### config.mk
export PLATFORM = sky130hd
export DESIGN_NAME = calo_cell_arb
export DESIGN_NICKNAME = d
export VERILOG_FILES = /design/src/rtl/calo_cell_arb.sv
export SDC_FILE = /design/constraint.sdc
export NUM_CORES = 1
export LEC_CHECK = 0
export CAP_MARGIN = 5
export CORE_MARGIN = 1.5
export CORE_UTILIZATION = 25
export DETAILED_ROUTE_END_ITERATION = 10
export SYNTH_ARGS = -nofsm -noshare
export SYNTH_HDL_FRONTEND = slang
export SYNTH_SLANG_ARGS = --single-unit
### constraint.sdc
create_clock -name i_clk -period 2.9 [get_ports i_clk]
set_clock_uncertainty 0.05 [all_clocks]
set_input_delay 0.58 -clock i_clk [delete_from_list [all_inputs] [get_ports i_clk]]
set_output_delay 0.58 -clock i_clk [all_outputs]
set_load 0.05 [all_outputs]
### src/rtl/calo_cell_arb.sv
// Command-port arbiter for the 32x32 calorimeter cell store.
// One fill stream writes cells and NREQ requesters read them. Fill has
// priority up to a starvation limit, and reads are granted round-robin.
// Read data returns to the owning requester, tagged by a one-hot valid.
module calo_cell_arb #(
  parameter int NREQ    = 4,
  parameter int RD_LAT  = 1,
  parameter int MAXFILL = 8
) (
  input  logic              i_clk,
  input  logic              i_rst,
  input  logic              i_fill_valid,
  input  logic [4:0]        i_fill_eta,
  input  logic [4:0]        i_fill_phi,
  input  logic [7:0]        i_fill_et,
  input  logic [7:0]        i_fill_e,
  output logic              o_fill_ready,
  input  logic [NREQ-1:0]   i_req_valid,
  input  logic [5*NREQ-1:0] i_req_eta,
  input  logic [5*NREQ-1:0] i_req_phi,
  output logic [NREQ-1:0]   o_req_ready,
  output logic              o_store_en,
  output logic              o_store_wr,
  output logic [9:0]        o_store_addr,
  output logic [7:0]        o_store_wet,
  output logic [7:0]        o_store_we,
  input  logic [7:0]        i_store_et,
  input  logic [7:0]        i_store_e,
  output logic [NREQ-1:0]   o_rsp_valid,
  output logic [7:0]        o_rsp_et,
  output logic [7:0]        o_rsp_e
);

  localparam int PW = (NREQ > 1) ? $clog2(NREQ) : 1;

  logic [PW-1:0]   r_rr_ptr;
  logic [7:0]      r_fill_run;
  logic            w_any_req;
  logic            w_fill_ok;
  logic            w_grant_fill;
  logic            w_grant_rd;
  logic            w_found;
  logic [PW-1:0]   w_cand;
  logic [PW-1:0]   w_win;
  logic [NREQ-1:0] w_win_oh;
  logic [4:0]      w_rd_eta;
  logic [4:0]      w_rd_phi;
  logic [NREQ-1:0] r_tag_p [RD_LAT+1];
  logic [7:0]      r_rsp_et;
  logic [7:0]      r_rsp_e;
  logic            w_rsp_hit;

  // Saturating count of consecutive fill grants taken over waiting reads
  function automatic logic [7:0] sat_inc8(input logic [7:0] v);
    return (v == 8'hFF) ? v : v + 8'd1;
  endfunction

  // Round-robin successor that wraps for non-power-of-two NREQ
  function automatic logic [PW-1:0] wrap_inc(input logic [PW-1:0] p);
    return (p == PW'(NREQ-1)) ? '0 : p + 1'b1;
  endfunction

  // Round-robin search starting at rr_ptr; first valid requester wins
  always_comb begin
    w_found = 1'b0;
    w_win   = '0;
    w_cand  = r_rr_ptr;
    for (int i = 0; i < NREQ; i++) begin
      if (!w_found && i_req_valid[w_cand]) begin
        w_found = 1'b1;
        w_win   = w_cand;
      end
      w_cand = wrap_inc(w_cand);
    end
  end

  assign w_any_req = |i_req_valid;
  assign w_fill_ok = (r_fill_run < 8'(MAXFILL));
  // Readiness is forced low while reset is held, even with valids up
  assign w_grant_fill = ~i_rst & i_fill_valid & (~w_any_req | w_fill_ok);
  assign w_grant_rd   = ~i_rst & w_any_req & ~w_grant_fill;
  assign w_win_oh     = NREQ'(1) << w_win;
  assign w_rd_eta     = i_req_eta[5*int'(w_win) +: 5];
  assign w_rd_phi     = i_req_phi[5*int'(w_win) +: 5];

  assign o_fill_ready = w_grant_fill;
  assign o_req_ready  = w_grant_rd ? w_win_oh : '0;

  // Arbiter state: round-robin pointer and fill starvation counter
  always_ff @(posedge i_clk or posedge i_rst) begin
    if (i_rst) begin
      r_rr_ptr   <= '0;
      r_fill_run <= '0;
    end else begin
      if (w_grant_rd) r_rr_ptr <= wrap_inc(w_win);
      if (w_grant_rd || !w_any_req) r_fill_run <= '0;
      else if (w_grant_fill)        r_fill_run <= sat_inc8(r_fill_run);
    end
  end

  // Store command register, loaded in the grant cycle; fields hold when idle
  always_ff @(posedge i_clk or posedge i_rst) begin
    if (i_rst) begin
      o_store_en   <= 1'b0;
      o_store_wr   <= 1'b0;
      o_store_addr <= '0;
      o_store_wet  <= '0;
      o_store_we   <= '0;
    end else begin
      o_store_en <= w_grant_fill | w_grant_rd;
      if (w_grant_fill) begin
        o_store_wr   <= 1'b1;
        o_store_addr <= {i_fill_phi, i_fill_eta};
        o_store_wet  <= i_fill_et;
        o_store_we   <= i_fill_e;
      end else if (w_grant_rd) begin
        o_store_wr   <= 1'b0;
        o_store_addr <= {w_rd_phi, w_rd_eta};
      end
    end
  end

  // --- tag pipe p0..pRD_LAT: one-hot owner travels with the read ---
  always_ff @(posedge i_clk or posedge i_rst) begin
    if (i_rst) begin
      for (int s = 0; s <= RD_LAT; s++) r_tag_p[s] <= '0;
    end else begin
      r_tag_p[0] <= w_grant_rd ? w_win_oh : '0;
      for (int s = 1; s <= RD_LAT; s++) r_tag_p[s] <= r_tag_p[s-1];
    end
  end

  // --- response stage: pass store data on a hit, otherwise hold last ---
  assign w_rsp_hit   = |r_tag_p[RD_LAT];
  assign o_rsp_valid = r_tag_p[RD_LAT];
  assign o_rsp_et    = w_rsp_hit ? i_store_et : r_rsp_et;
  assign o_rsp_e     = w_rsp_hit ? i_store_e  : r_rsp_e;

  // Keep the last delivered response so the data bus holds between strobes
  always_ff @(posedge i_clk or posedge i_rst) begin
    if (i_rst) begin
      r_rsp_et <= '0;
      r_rsp_e  <= '0;
    end else if (w_rsp_hit) begin
      r_rsp_et <= i_store_et;
      r_rsp_e  <= i_store_e;
    end
  end

endmodule

== Word level (Yosys, flattened, before mapping) ==
Index checks and enable logic that the tools add are counted.
Word-level totals
  flip-flop bits (word level): 62
  output and inout port bits: 53
Operators by class
  $add $sub $neg: 5
  multiply operators: 1
  order comparisons: 5
  equality and inequality tests: 6
  shift-type cells: 3
  multiplexer cells: 29
  bitwise logic cells: 9
  reduce and logical (&&, ||, !) cells: 13
Operator list (count)
  8-bit 2-to-1 mux: 5
  20-bit by 32-bit indexed part select with 5-bit output: 1
  10-bit 2-to-1 mux: 2
  20-bit by 6-bit indexed part select with 5-bit output: 1
  2-bit 2-to-1 mux: 8
  2-bit by 3-bit < comparator with 1-bit output, second input constant: 4
  1-bit 2-to-1 mux: 9
  2-bit by 1-bit adder with 2-bit output, second input constant: 4
  8-bit by 1-bit adder with 8-bit output, second input constant: 1
  1-bit binary-select mux with 2-bit select: 4
  2-bit == test, second input constant: 4
  8-bit == test, second input constant: 1
  8-bit by 4-bit < comparator with 1-bit output, second input constant: 1
  4-bit OR reduction: 2
  3-bit by 2-bit multiplier with 5-bit output, first input constant: 1
  1-bit AND: 4
  1-bit zero test: 4
  4-bit 2-to-1 mux: 1
  2-bit nonzero test: 2
  1-bit by 2-bit left shift with 4-bit output, first input constant: 1
  1-bit logical AND: 3
  1-bit NOT: 3
  2-bit inequality test, second input constant: 1
  1-bit bitwise OR: 2
  2 further kinds: 2

== Longest topological paths before layout ==
Gate-level depths: netlist of run 1.
  depth in word-level cells: 16
  mapped depth: 9

== Worst setup path before layout of run 1 ==
No wires, ideal clock.
  kind: flip-flop to output port
  start point: register r_rr_ptr[1]
  end point: output o_req_ready[3]
  data arrival time: 2.334 ns
  path slack: -0.064 ns
  cell stages (with the launch flop): 10
  buffers on the path: 1
  cells stage by stage: dfrtp_1 ha_1 nor2b_1 a211o_1 o211ai_2 o211ai_4 buf_6 inv_2 ha_1 and2_1
Between the ends
  word-level cells in the longest chain between the ends: 14
  elaborated cells between the ends (all ways): 32
  classes of those cells: add/sub (3); eq/ne (3); shift (1); mux (19); reduce/logical (6)
RTL lines
  start: declaration: RTL line 36  | logic [PW-1:0] r_rr_ptr;
  start signal: assignment: RTL line 95  | if (w_grant_rd) r_rr_ptr <= wrap_inc(w_win);
  branches (longest 11 deep; another with 2-bit by 1-bit adder with 2-bit output)
  2-bit 2-to-1 mux (*): RTL line 69  | if (!w_found && i_req_valid[w_cand]) begin
  1-bit by 2-bit left shift with 4-bit output (*): RTL line 82  | assign w_win_oh = NREQ'(1) << w_win;
  4-bit 2-to-1 mux (*): RTL line 87  | assign o_req_ready = w_grant_rd ? w_win_oh : '0;
  end: declaration: RTL line 21  | output logic [NREQ-1:0] o_req_ready,
Mark *: on every way between the ends. The select of a mux whose other input is x is not followed.

== Final worst setup path of run 1 ==
  start point: register r_rr_ptr[1]
  end point: output o_req_ready[1]
Same word-level chain as after synthesis.

==> metrics.md, run 1 <==
| Metric | Value |
|---|---|
| Initial antenna violation count | `0` |
| Max VDD drop | `0.000659 V` |
| Yosys cell types | `45` |
| Fmax | `0.348 GHz` |
| Cells along the critical path | `ha_4, nor2b_4, a211o_1, o211ai_2, o211ai_4, inv_2, ha_1, and2_4, buf_12` |
| Number of synthesized flops with an enable pin | `0` |
| Hold Path Stages | `0` |
| Asr flop ratio synth | `1.00` |
| Sequential fraction of the synthesis area | `0.526` |
| Crit Path Category | `flip-flop to output pin` |
| Initial cell density of the core | `0.257` |
| Final cell count without fillers | `571` |
| Initial DRC Count | `91` |
| Root Buffer | `clkbuf_16` |
| CP Launch Type | `flip-flop` |
| R2R setup slack | `0.48 ns` |
| Vias in the first global route | `2772` |
| GPL Wtd Cong | `0.771` |
| RR Startpoint | `r_rr_ptr[1]` |
| Clock transition at path regs | `0.05 ns` |
| CTS Buf Count | `9` |
| Worst r2r dst | `o_store_addr[0]` |
| Detailed Place HPWL | `6250 um` |
| Post-layout util | `0.437` |
| # port buffers | `141` |
| Hold Vio Cnt, Final | `0` |
| Max H-tree Level | `3` |
| Hold Path Class | `flip-flop to flip-flop` |
| CP peak stage delay | `0.40 ns` |
| Final min period | `2.87 ns` |
| Area of the multi-input gates | `1350 sq um` |
| Yosys top cell area share | `0.526` |
| Drt drc | `0` |
| Commonest non-fill, non-tap cell in the layout | `clkdlybuf4s50_1` |
| Dpl cells | `550` |
| Die area | `12500 sq um` |
| First-pass GRT wire length | `13700 um` |
| Mapped Nets | `355` |
| Seq. cell area | `1550 sq um` |
| Layout cells sized above 1 | `0.220` |
| Largest net degree at the start of global routing | `63` |
| Worst skew pair latency | `0.32 ns` |
| Most frequent cells in the layout | `117 x clkdlybuf4s50_1, 62 x dfrtp_1, 53 x nand2_1, 36 x buf_4, 25 x mux2i_1` |
| CTS max path bufs | `2` |
| Overflow after GRT | `0` |
| Synth area leader | `dfrtp_1` |
| Post-CTS Hold Buffers | `0` |
| Synth Register Bits | `62` |
| Min-Delay Endpoint | `o_rsp_valid[1]` |
| Antenna-violating nets left | `0` |
| Number of vias per cell | `4.56` |
| Vert. Die Dim | `112 um` |
| CP Capture Type | `output pin` |
| CTS tree | `built` |
| Arr. time, crit path | `2.24 ns` |
| Area grow syn2layout | `69.7%` |
| Cells after Synth | `260` |
| Worst-margin pin slew | `0.787 ns` |
| WP buf/inv | `2` |
| Vias | `2606` |
| Max-slew headroom | `0.475` |
| WHS | `0.295 ns` |
| Worst hold path startpoint | `r_tag_p[5]` |
| Max_cap viols | `0` |
| Number of antenna diodes | `0` |
| Total GRT Usage | `0.139` |
| Pwr Density | `1050 nW/um^2` |
| Leakage power | `2.30 nW` |
| Ports | `142` |
| Yosys warns | `0` |
| Drt pass-1 iters | `4` |
| CP max stage cell | `dfrtp_1` |
| Synthesized area | `2950 sq um` |
| CP required | `2.27 ns` |
| DIE WIDTH | `112 um` |
| CP delay by family, top | `compound AO/OA/AOI/OAI gates` |
| Outcome | `finished clean` |
| Final worst path period share | `0.991` |
| Ys flop type | `dfrtp_1` |
| Number of nets in the layout | `519` |
| Top post-synthesis cells by area | `dfrtp_1 53%, mux2i_1 8.5%, nand2_1 6.7%` |
| Reg2reg path depth | `10` |
| Fin. max-slew vios | `0` |
| Clock sink count | `62` |
| Final setup fails | `0` |
| Core footprint | `11500 sq um` |
| # fillers | `1075` |
| Worst-path fanout max | `4` |
| Routed len/inst | `14.5 um` |
| Unrepaired setup endpoints after global routing | `true` |
| Row cnt | `39` |
| Mean Syn Cell Area | `11.4 sq um` |
| Total Wirelength | `8300 um` |
==> power breakdown <==
part / total (mW) / internal [mW] / switching, mW
Clock: 0.987 / 0.614 / 0.372
Sequential: 1.23 / 1.12 / 0.115
Combinational: 3.03 / 1.21 / 1.82
Total: 5.25 / 2.94 / 2.31
==> metal layers <==
layer	part of all wire	wire length, um	up-vias	track usage
li1	-	-	1242	-
met1	0.40	3350	1235	0.161
met2	0.50	4150	116	0.236
met3	0.080	662	13	0.0441
met4	0.017	144	0	0.0574
met5	0	0	-	0
==> synth_stat cells (4+ instances only) <==
cell      number
o221ai_1      10
mux2_2         6
buf_2          4
inv_1          5
mux2_1        11
dfrtp_1       62
mux2i_1       25
nor2_1        12
buf_4          5
and2_1         5
ha_1           6
nand2_1       53
a22oi_1       10
==> cell families (layout without fill, tap and decap cells) <==
logic type               after synthesis  count (layout)  share of synthesized area
AO/OA/AOI/OAI                         39              39                      0.112
XOR/XNOR                               3               3                    0.00890
buffers and inverters                 22             190                     0.0437
multiplexers                          42              42                      0.150
AND/OR/NAND/NOR                       86              86                      0.134
adder cells (fa/ha/maj)                6               6                     0.0254
flip-flops                            62              62                      0.526
==> worst max path at each step <==
stage | slack [ns] | to | cells past startpoint | startpoint
2_1_floorplan | 0.06 | o_req_ready[0] | 8 | r_rr_ptr[1]
3_3_place_gp | -0.08 | o_req_ready[1] | 9 | i_req_valid[2]
3_5_place_dp | -0.17 | o_req_ready[1] | 9 | i_req_valid[2]
4_1_cts | 0.004 | o_req_ready[0] | 8 | r_rr_ptr[1]
5_1_grt | -0.08 | o_req_ready[3] | 9 | r_rr_ptr[1]
6_report | 0.03 | o_req_ready[1] | 9 | r_rr_ptr[1]
==> repair_timing <==
action / 4_1_cts / 5_1_grt
setup endpoints to repair: 7 / 4
resized for setup: 22 / 6
buffers inserted: 5 / 1
hold endpoints to repair: 0 / 0
pin swaps: 7 / 5
==> per-stage QoR <==
stage               setup TNS [ns]  setup slack [ns]  area, sq um  total power, mW
global placement            -0.197           -0.0778         4610             4.08
floorplan                        0            0.0571         2950             3.22
CTS                              0           0.00431         4980             5.26
detailed placement          -0.457            -0.165         4610             4.12
finish                           0            0.0255         5010             5.25
global route                -0.273           -0.0847         5010             5.54
==> flip-flops by register name, indices dropped and copies added, names as in the netlist <==
name,count
r_fill_run,8
o_store_we,8
o_store_en,1
o_store_addr,10
r_rsp_et,8
r_rr_ptr,2
o_store_wet,8
o_rsp_valid,4
r_tag_p,4
o_store_wr,1
r_rsp_e,8
==> layout make-up <==
class | instances | share of cell area
Sequential cell | 62 | 0.310
Multi-Input combinational cell | 176 | 0.270
Clock inverter | 4 | 0.00450
Clock buffer | 11 | 0.0504
Inverter | 8 | 0.00599
Tap cell | 143 | 0.0357
Timing Repair Buffer | 167 | 0.324
Note: power is estimated with default switching activity, not from simulation.
==> run 2: changes to the inputs <==
- REMOVE_ABC_BUFFERS: default -> 1
==> run 2 against run 1 <==
  * Combinational power grew 3%
  * Die area is the same
  * Highest routed layer unchanged
  * First-iteration DRC count grew 63%
  * Clock-buffer cell count grew 1
  * Power grew 4.4%
  * Fmax shrank 2.9%
  * The run now ends with setup timing left
==> metrics.md, run 2 (synthesized netlist as in run 1, its figures left out) <==
| Metric | Value |
|---|---|
| R2R setup slack | `0.40 ns (-0.08 ns)` |
| Met1 usage | `0.166 (+0.00485)` |
| Detailed Place HPWL | `6160 um (-1.4%)` |
| Largest net degree at the start of global routing | `63 (unchanged)` |
| Crit path launch | `r_rr_ptr[1]` |
| Worst hold path startpoint | `r_tag_p[4]` |
| Die area | `12500 sq um (unchanged)` |
| Cells along the critical path | `ha_4, nor2b_4, a211o_1, o211ai_2, o211ai_4, inv_2, ha_2, and2_4, buf_12` |
| Fmax | `0.338 GHz (-2.9%)` |
| Total GRT Usage | `0.137 (-0.00160)` |
| Drt drc | `0 (unchanged)` |
| Worst r2r dst | `o_store_addr[0]` |
| Hold Vio Cnt, Final | `0 (unchanged)` |
| Reg2reg path depth | `10 (unchanged)` |
| Vert. Die Dim | `112 um (unchanged)` |
| CTS tree | `built` |
| First-pass GRT wire length | `13700 um (-0.40%)` |
| Total Wirelength | `8440 um (+1.6%)` |
| Drt pass-1 iters | `4 (unchanged)` |
| Final cell count without fillers | `577 (+1.1%)` |
| Number of antenna diodes | `0 (unchanged)` |
| Hold Path Class | `flip-flop to flip-flop` |
| Antenna-violating nets left | `0 (unchanged)` |
| Crit Path Category | `flip-flop to output pin` |
| Met3 Use GR | `0.0544 (+0.0103)` |
| Final worst setup slack | `-0.0618 ns (-0.0873 ns)` |
| Overflow after GRT | `0 (unchanged)` |
| Area of the multi-input gates | `1370 sq um (+1.6%)` |
| DIE WIDTH | `112 um (unchanged)` |
| Most used routing layer | `met2` |
| Routed len/inst | `14.6 um (+0.56%)` |
| Dpl cells | `553 (+0.55%)` |
| Max reg flops | `10 (unchanged)` |
| Most frequent cells in the layout | `117 x clkdlybuf4s50_1, 62 x dfrtp_1, 53 x nand2_1, 46 x buf_4, 25 x mux2i_1` |
| # port buffers | `141 (unchanged)` |
| Hold Path Stages | `0 (unchanged)` |
| Core footprint | `11500 sq um (unchanged)` |
| Vias in the first global route | `2736 (-1.3%)` |
| Max VDD drop | `0.000781 V (+19%)` |
| Row cnt | `39 (unchanged)` |
| Arr. time, crit path | `2.33 ns (+0.09 ns)` |
| Pwr Density | `1080 nW/um^2 (+2.8%)` |
| Min-Delay Endpoint | `o_rsp_valid[0]` |
| Initial cell density of the core | `0.257 (unchanged)` |
| WHS | `0.300 ns (+0.00439 ns)` |
| Number of vias per cell | `4.50 (-1.5%)` |
| GPL Wtd Cong | `0.773 (+0.38%)` |
| Unrepaired setup endpoints after global routing | `true` |
| CTS max path bufs | `2 (unchanged)` |
| CP max stage cell | `dfrtp_1` |
| CP Capture Type | `output pin` |
| Max_cap viols | `0 (unchanged)` |
| Initial DRC Count | `148 (+63%)` |
| WP buf/inv | `2 (unchanged)` |
| Worst skew pair latency | `0.32 ns (about the same)` |
| Vias | `2595 (-0.42%)` |
| Total power | `5.48 mW (+4.4%)` |
| CP peak stage delay | `0.41 ns (about the same)` |
| Post-CTS Hold Buffers | `0 (unchanged)` |
| Leakage power | `2.34 nW (+1.8%)` |
| Post-layout util | `0.444 (+0.00698)` |
| GR Layer Usage met2 | `0.224 (-0.0126)` |
| Final setup fails | `3 (+3)` |
| Number of nets in the layout | `524 (+0.96%)` |
| Max H-tree Level | `3 (unchanged)` |
| Seq. cell area | `1550 sq um (unchanged)` |
| Initial antenna violation count | `0 (unchanged)` |
| CTS Buf Count | `9 (unchanged)` |
| Failing checks | `setup timing` |
| CP required | `2.27 ns (about the same)` |
| Pre-CTS setup slack | `-0.239 ns (-0.0740 ns)` |
| CP Launch Type | `flip-flop` |
| CP delay by family, top | `compound AO/OA/AOI/OAI gates` |
| Outcome | `finished with violations` |
| Clock sink count | `62 (unchanged)` |
| Ports | `142 (unchanged)` |
| Worst-path fanout max | `5 (+1)` |
| Clock transition at path regs | `0.05 ns (about the same)` |
| Fin. max-slew vios | `0 (unchanged)` |
| Final min period | `2.96 ns (+0.0873 ns)` |
| Max-slew headroom | `0.487 (+0.0118)` |
| Layout cells sized above 1 | `0.242 (+0.0223)` |
| Commonest non-fill, non-tap cell in the layout | `clkdlybuf4s50_1` |
| Root Buffer | `clkbuf_16` |
| Worst-margin pin slew | `0.770 ns (-0.0178 ns)` |
| # fillers | `1065 (-0.93%)` |
| Biggest register | `o_store_addr` |
| Area grow syn2layout | `72.4%` |
| Final worst path period share | `1.02 (+0.0301)` |
| RR Startpoint | `r_rr_ptr[1]` |
run 2: cell types whose count changed in the layout (fill, tap and decap cells not counted), sizes merged:
cell	before	now
buf	44	52
clkinv	3	2
clkinvlp	1	0
clkbuf	11	12
bufinv	0	2
dlygate4sd2	6	3
run 2: layer usage:
metal | part of all wire | vias up
met5 | 0 | -
met4 | 0.0097 | 0
met3 | 0.087 | 8
met2 | 0.48 | 117
met1 | 0.43 | 1218
li1 | - | 1252
run 2: repair_timing:
item,in CTS,in global routing
resized for setup,29,1
cloned,0,0
setup buffers,5,3
endpoints found under the setup margin,4,4
pin swaps,9,1
run 2: layout make-up:
cell class              count  area share
repair buffers            172       0.322
flip-flops and latches     62       0.305
multi-input cells         176       0.270
clock buffers              12      0.0484
well taps                 143      0.0352
clock inverters             4      0.0138
inverters                   8     0.00590
run 2: how the worst max path moves through the flow:
stage / to / slack (ns) / cells after the start
2_1_floorplan: o_req_ready[3] / -0.23 / 8
3_3_place_gp: o_req_ready[1] / -0.12 / 9
3_5_place_dp: o_req_ready[0] / -0.24 / 9
4_1_cts: o_req_ready[1] / -0.03 / 9
5_1_grt: o_req_ready[1] / -0.15 / 9
6_report: o_req_ready[1] / -0.06 / 9
run 2: report_power, final:
part	internal [mW]	total, mW	switching [mW]	leakage (nW)
Sequential	1.12	1.23	0.110	0.777
Combinational	1.27	3.12	1.85	1.41
Clock	0.773	1.14	0.365	0.157
run 2: stage by stage:
stage | TNS (ns) | area, sq um
floorplan | -0.904 | 2850
global placement | -0.398 | 4610
detailed placement | -0.756 | 4610
CTS | -0.0441 | 5070
global route | -0.470 | 5090
finish | -0.129 | 5090
==> run 3: changes to the inputs <==
- SLEW_MARGIN: default -> 20
==> results of run 3 <==
The final DEF is identical to that of run 2; final timing and power are the same.
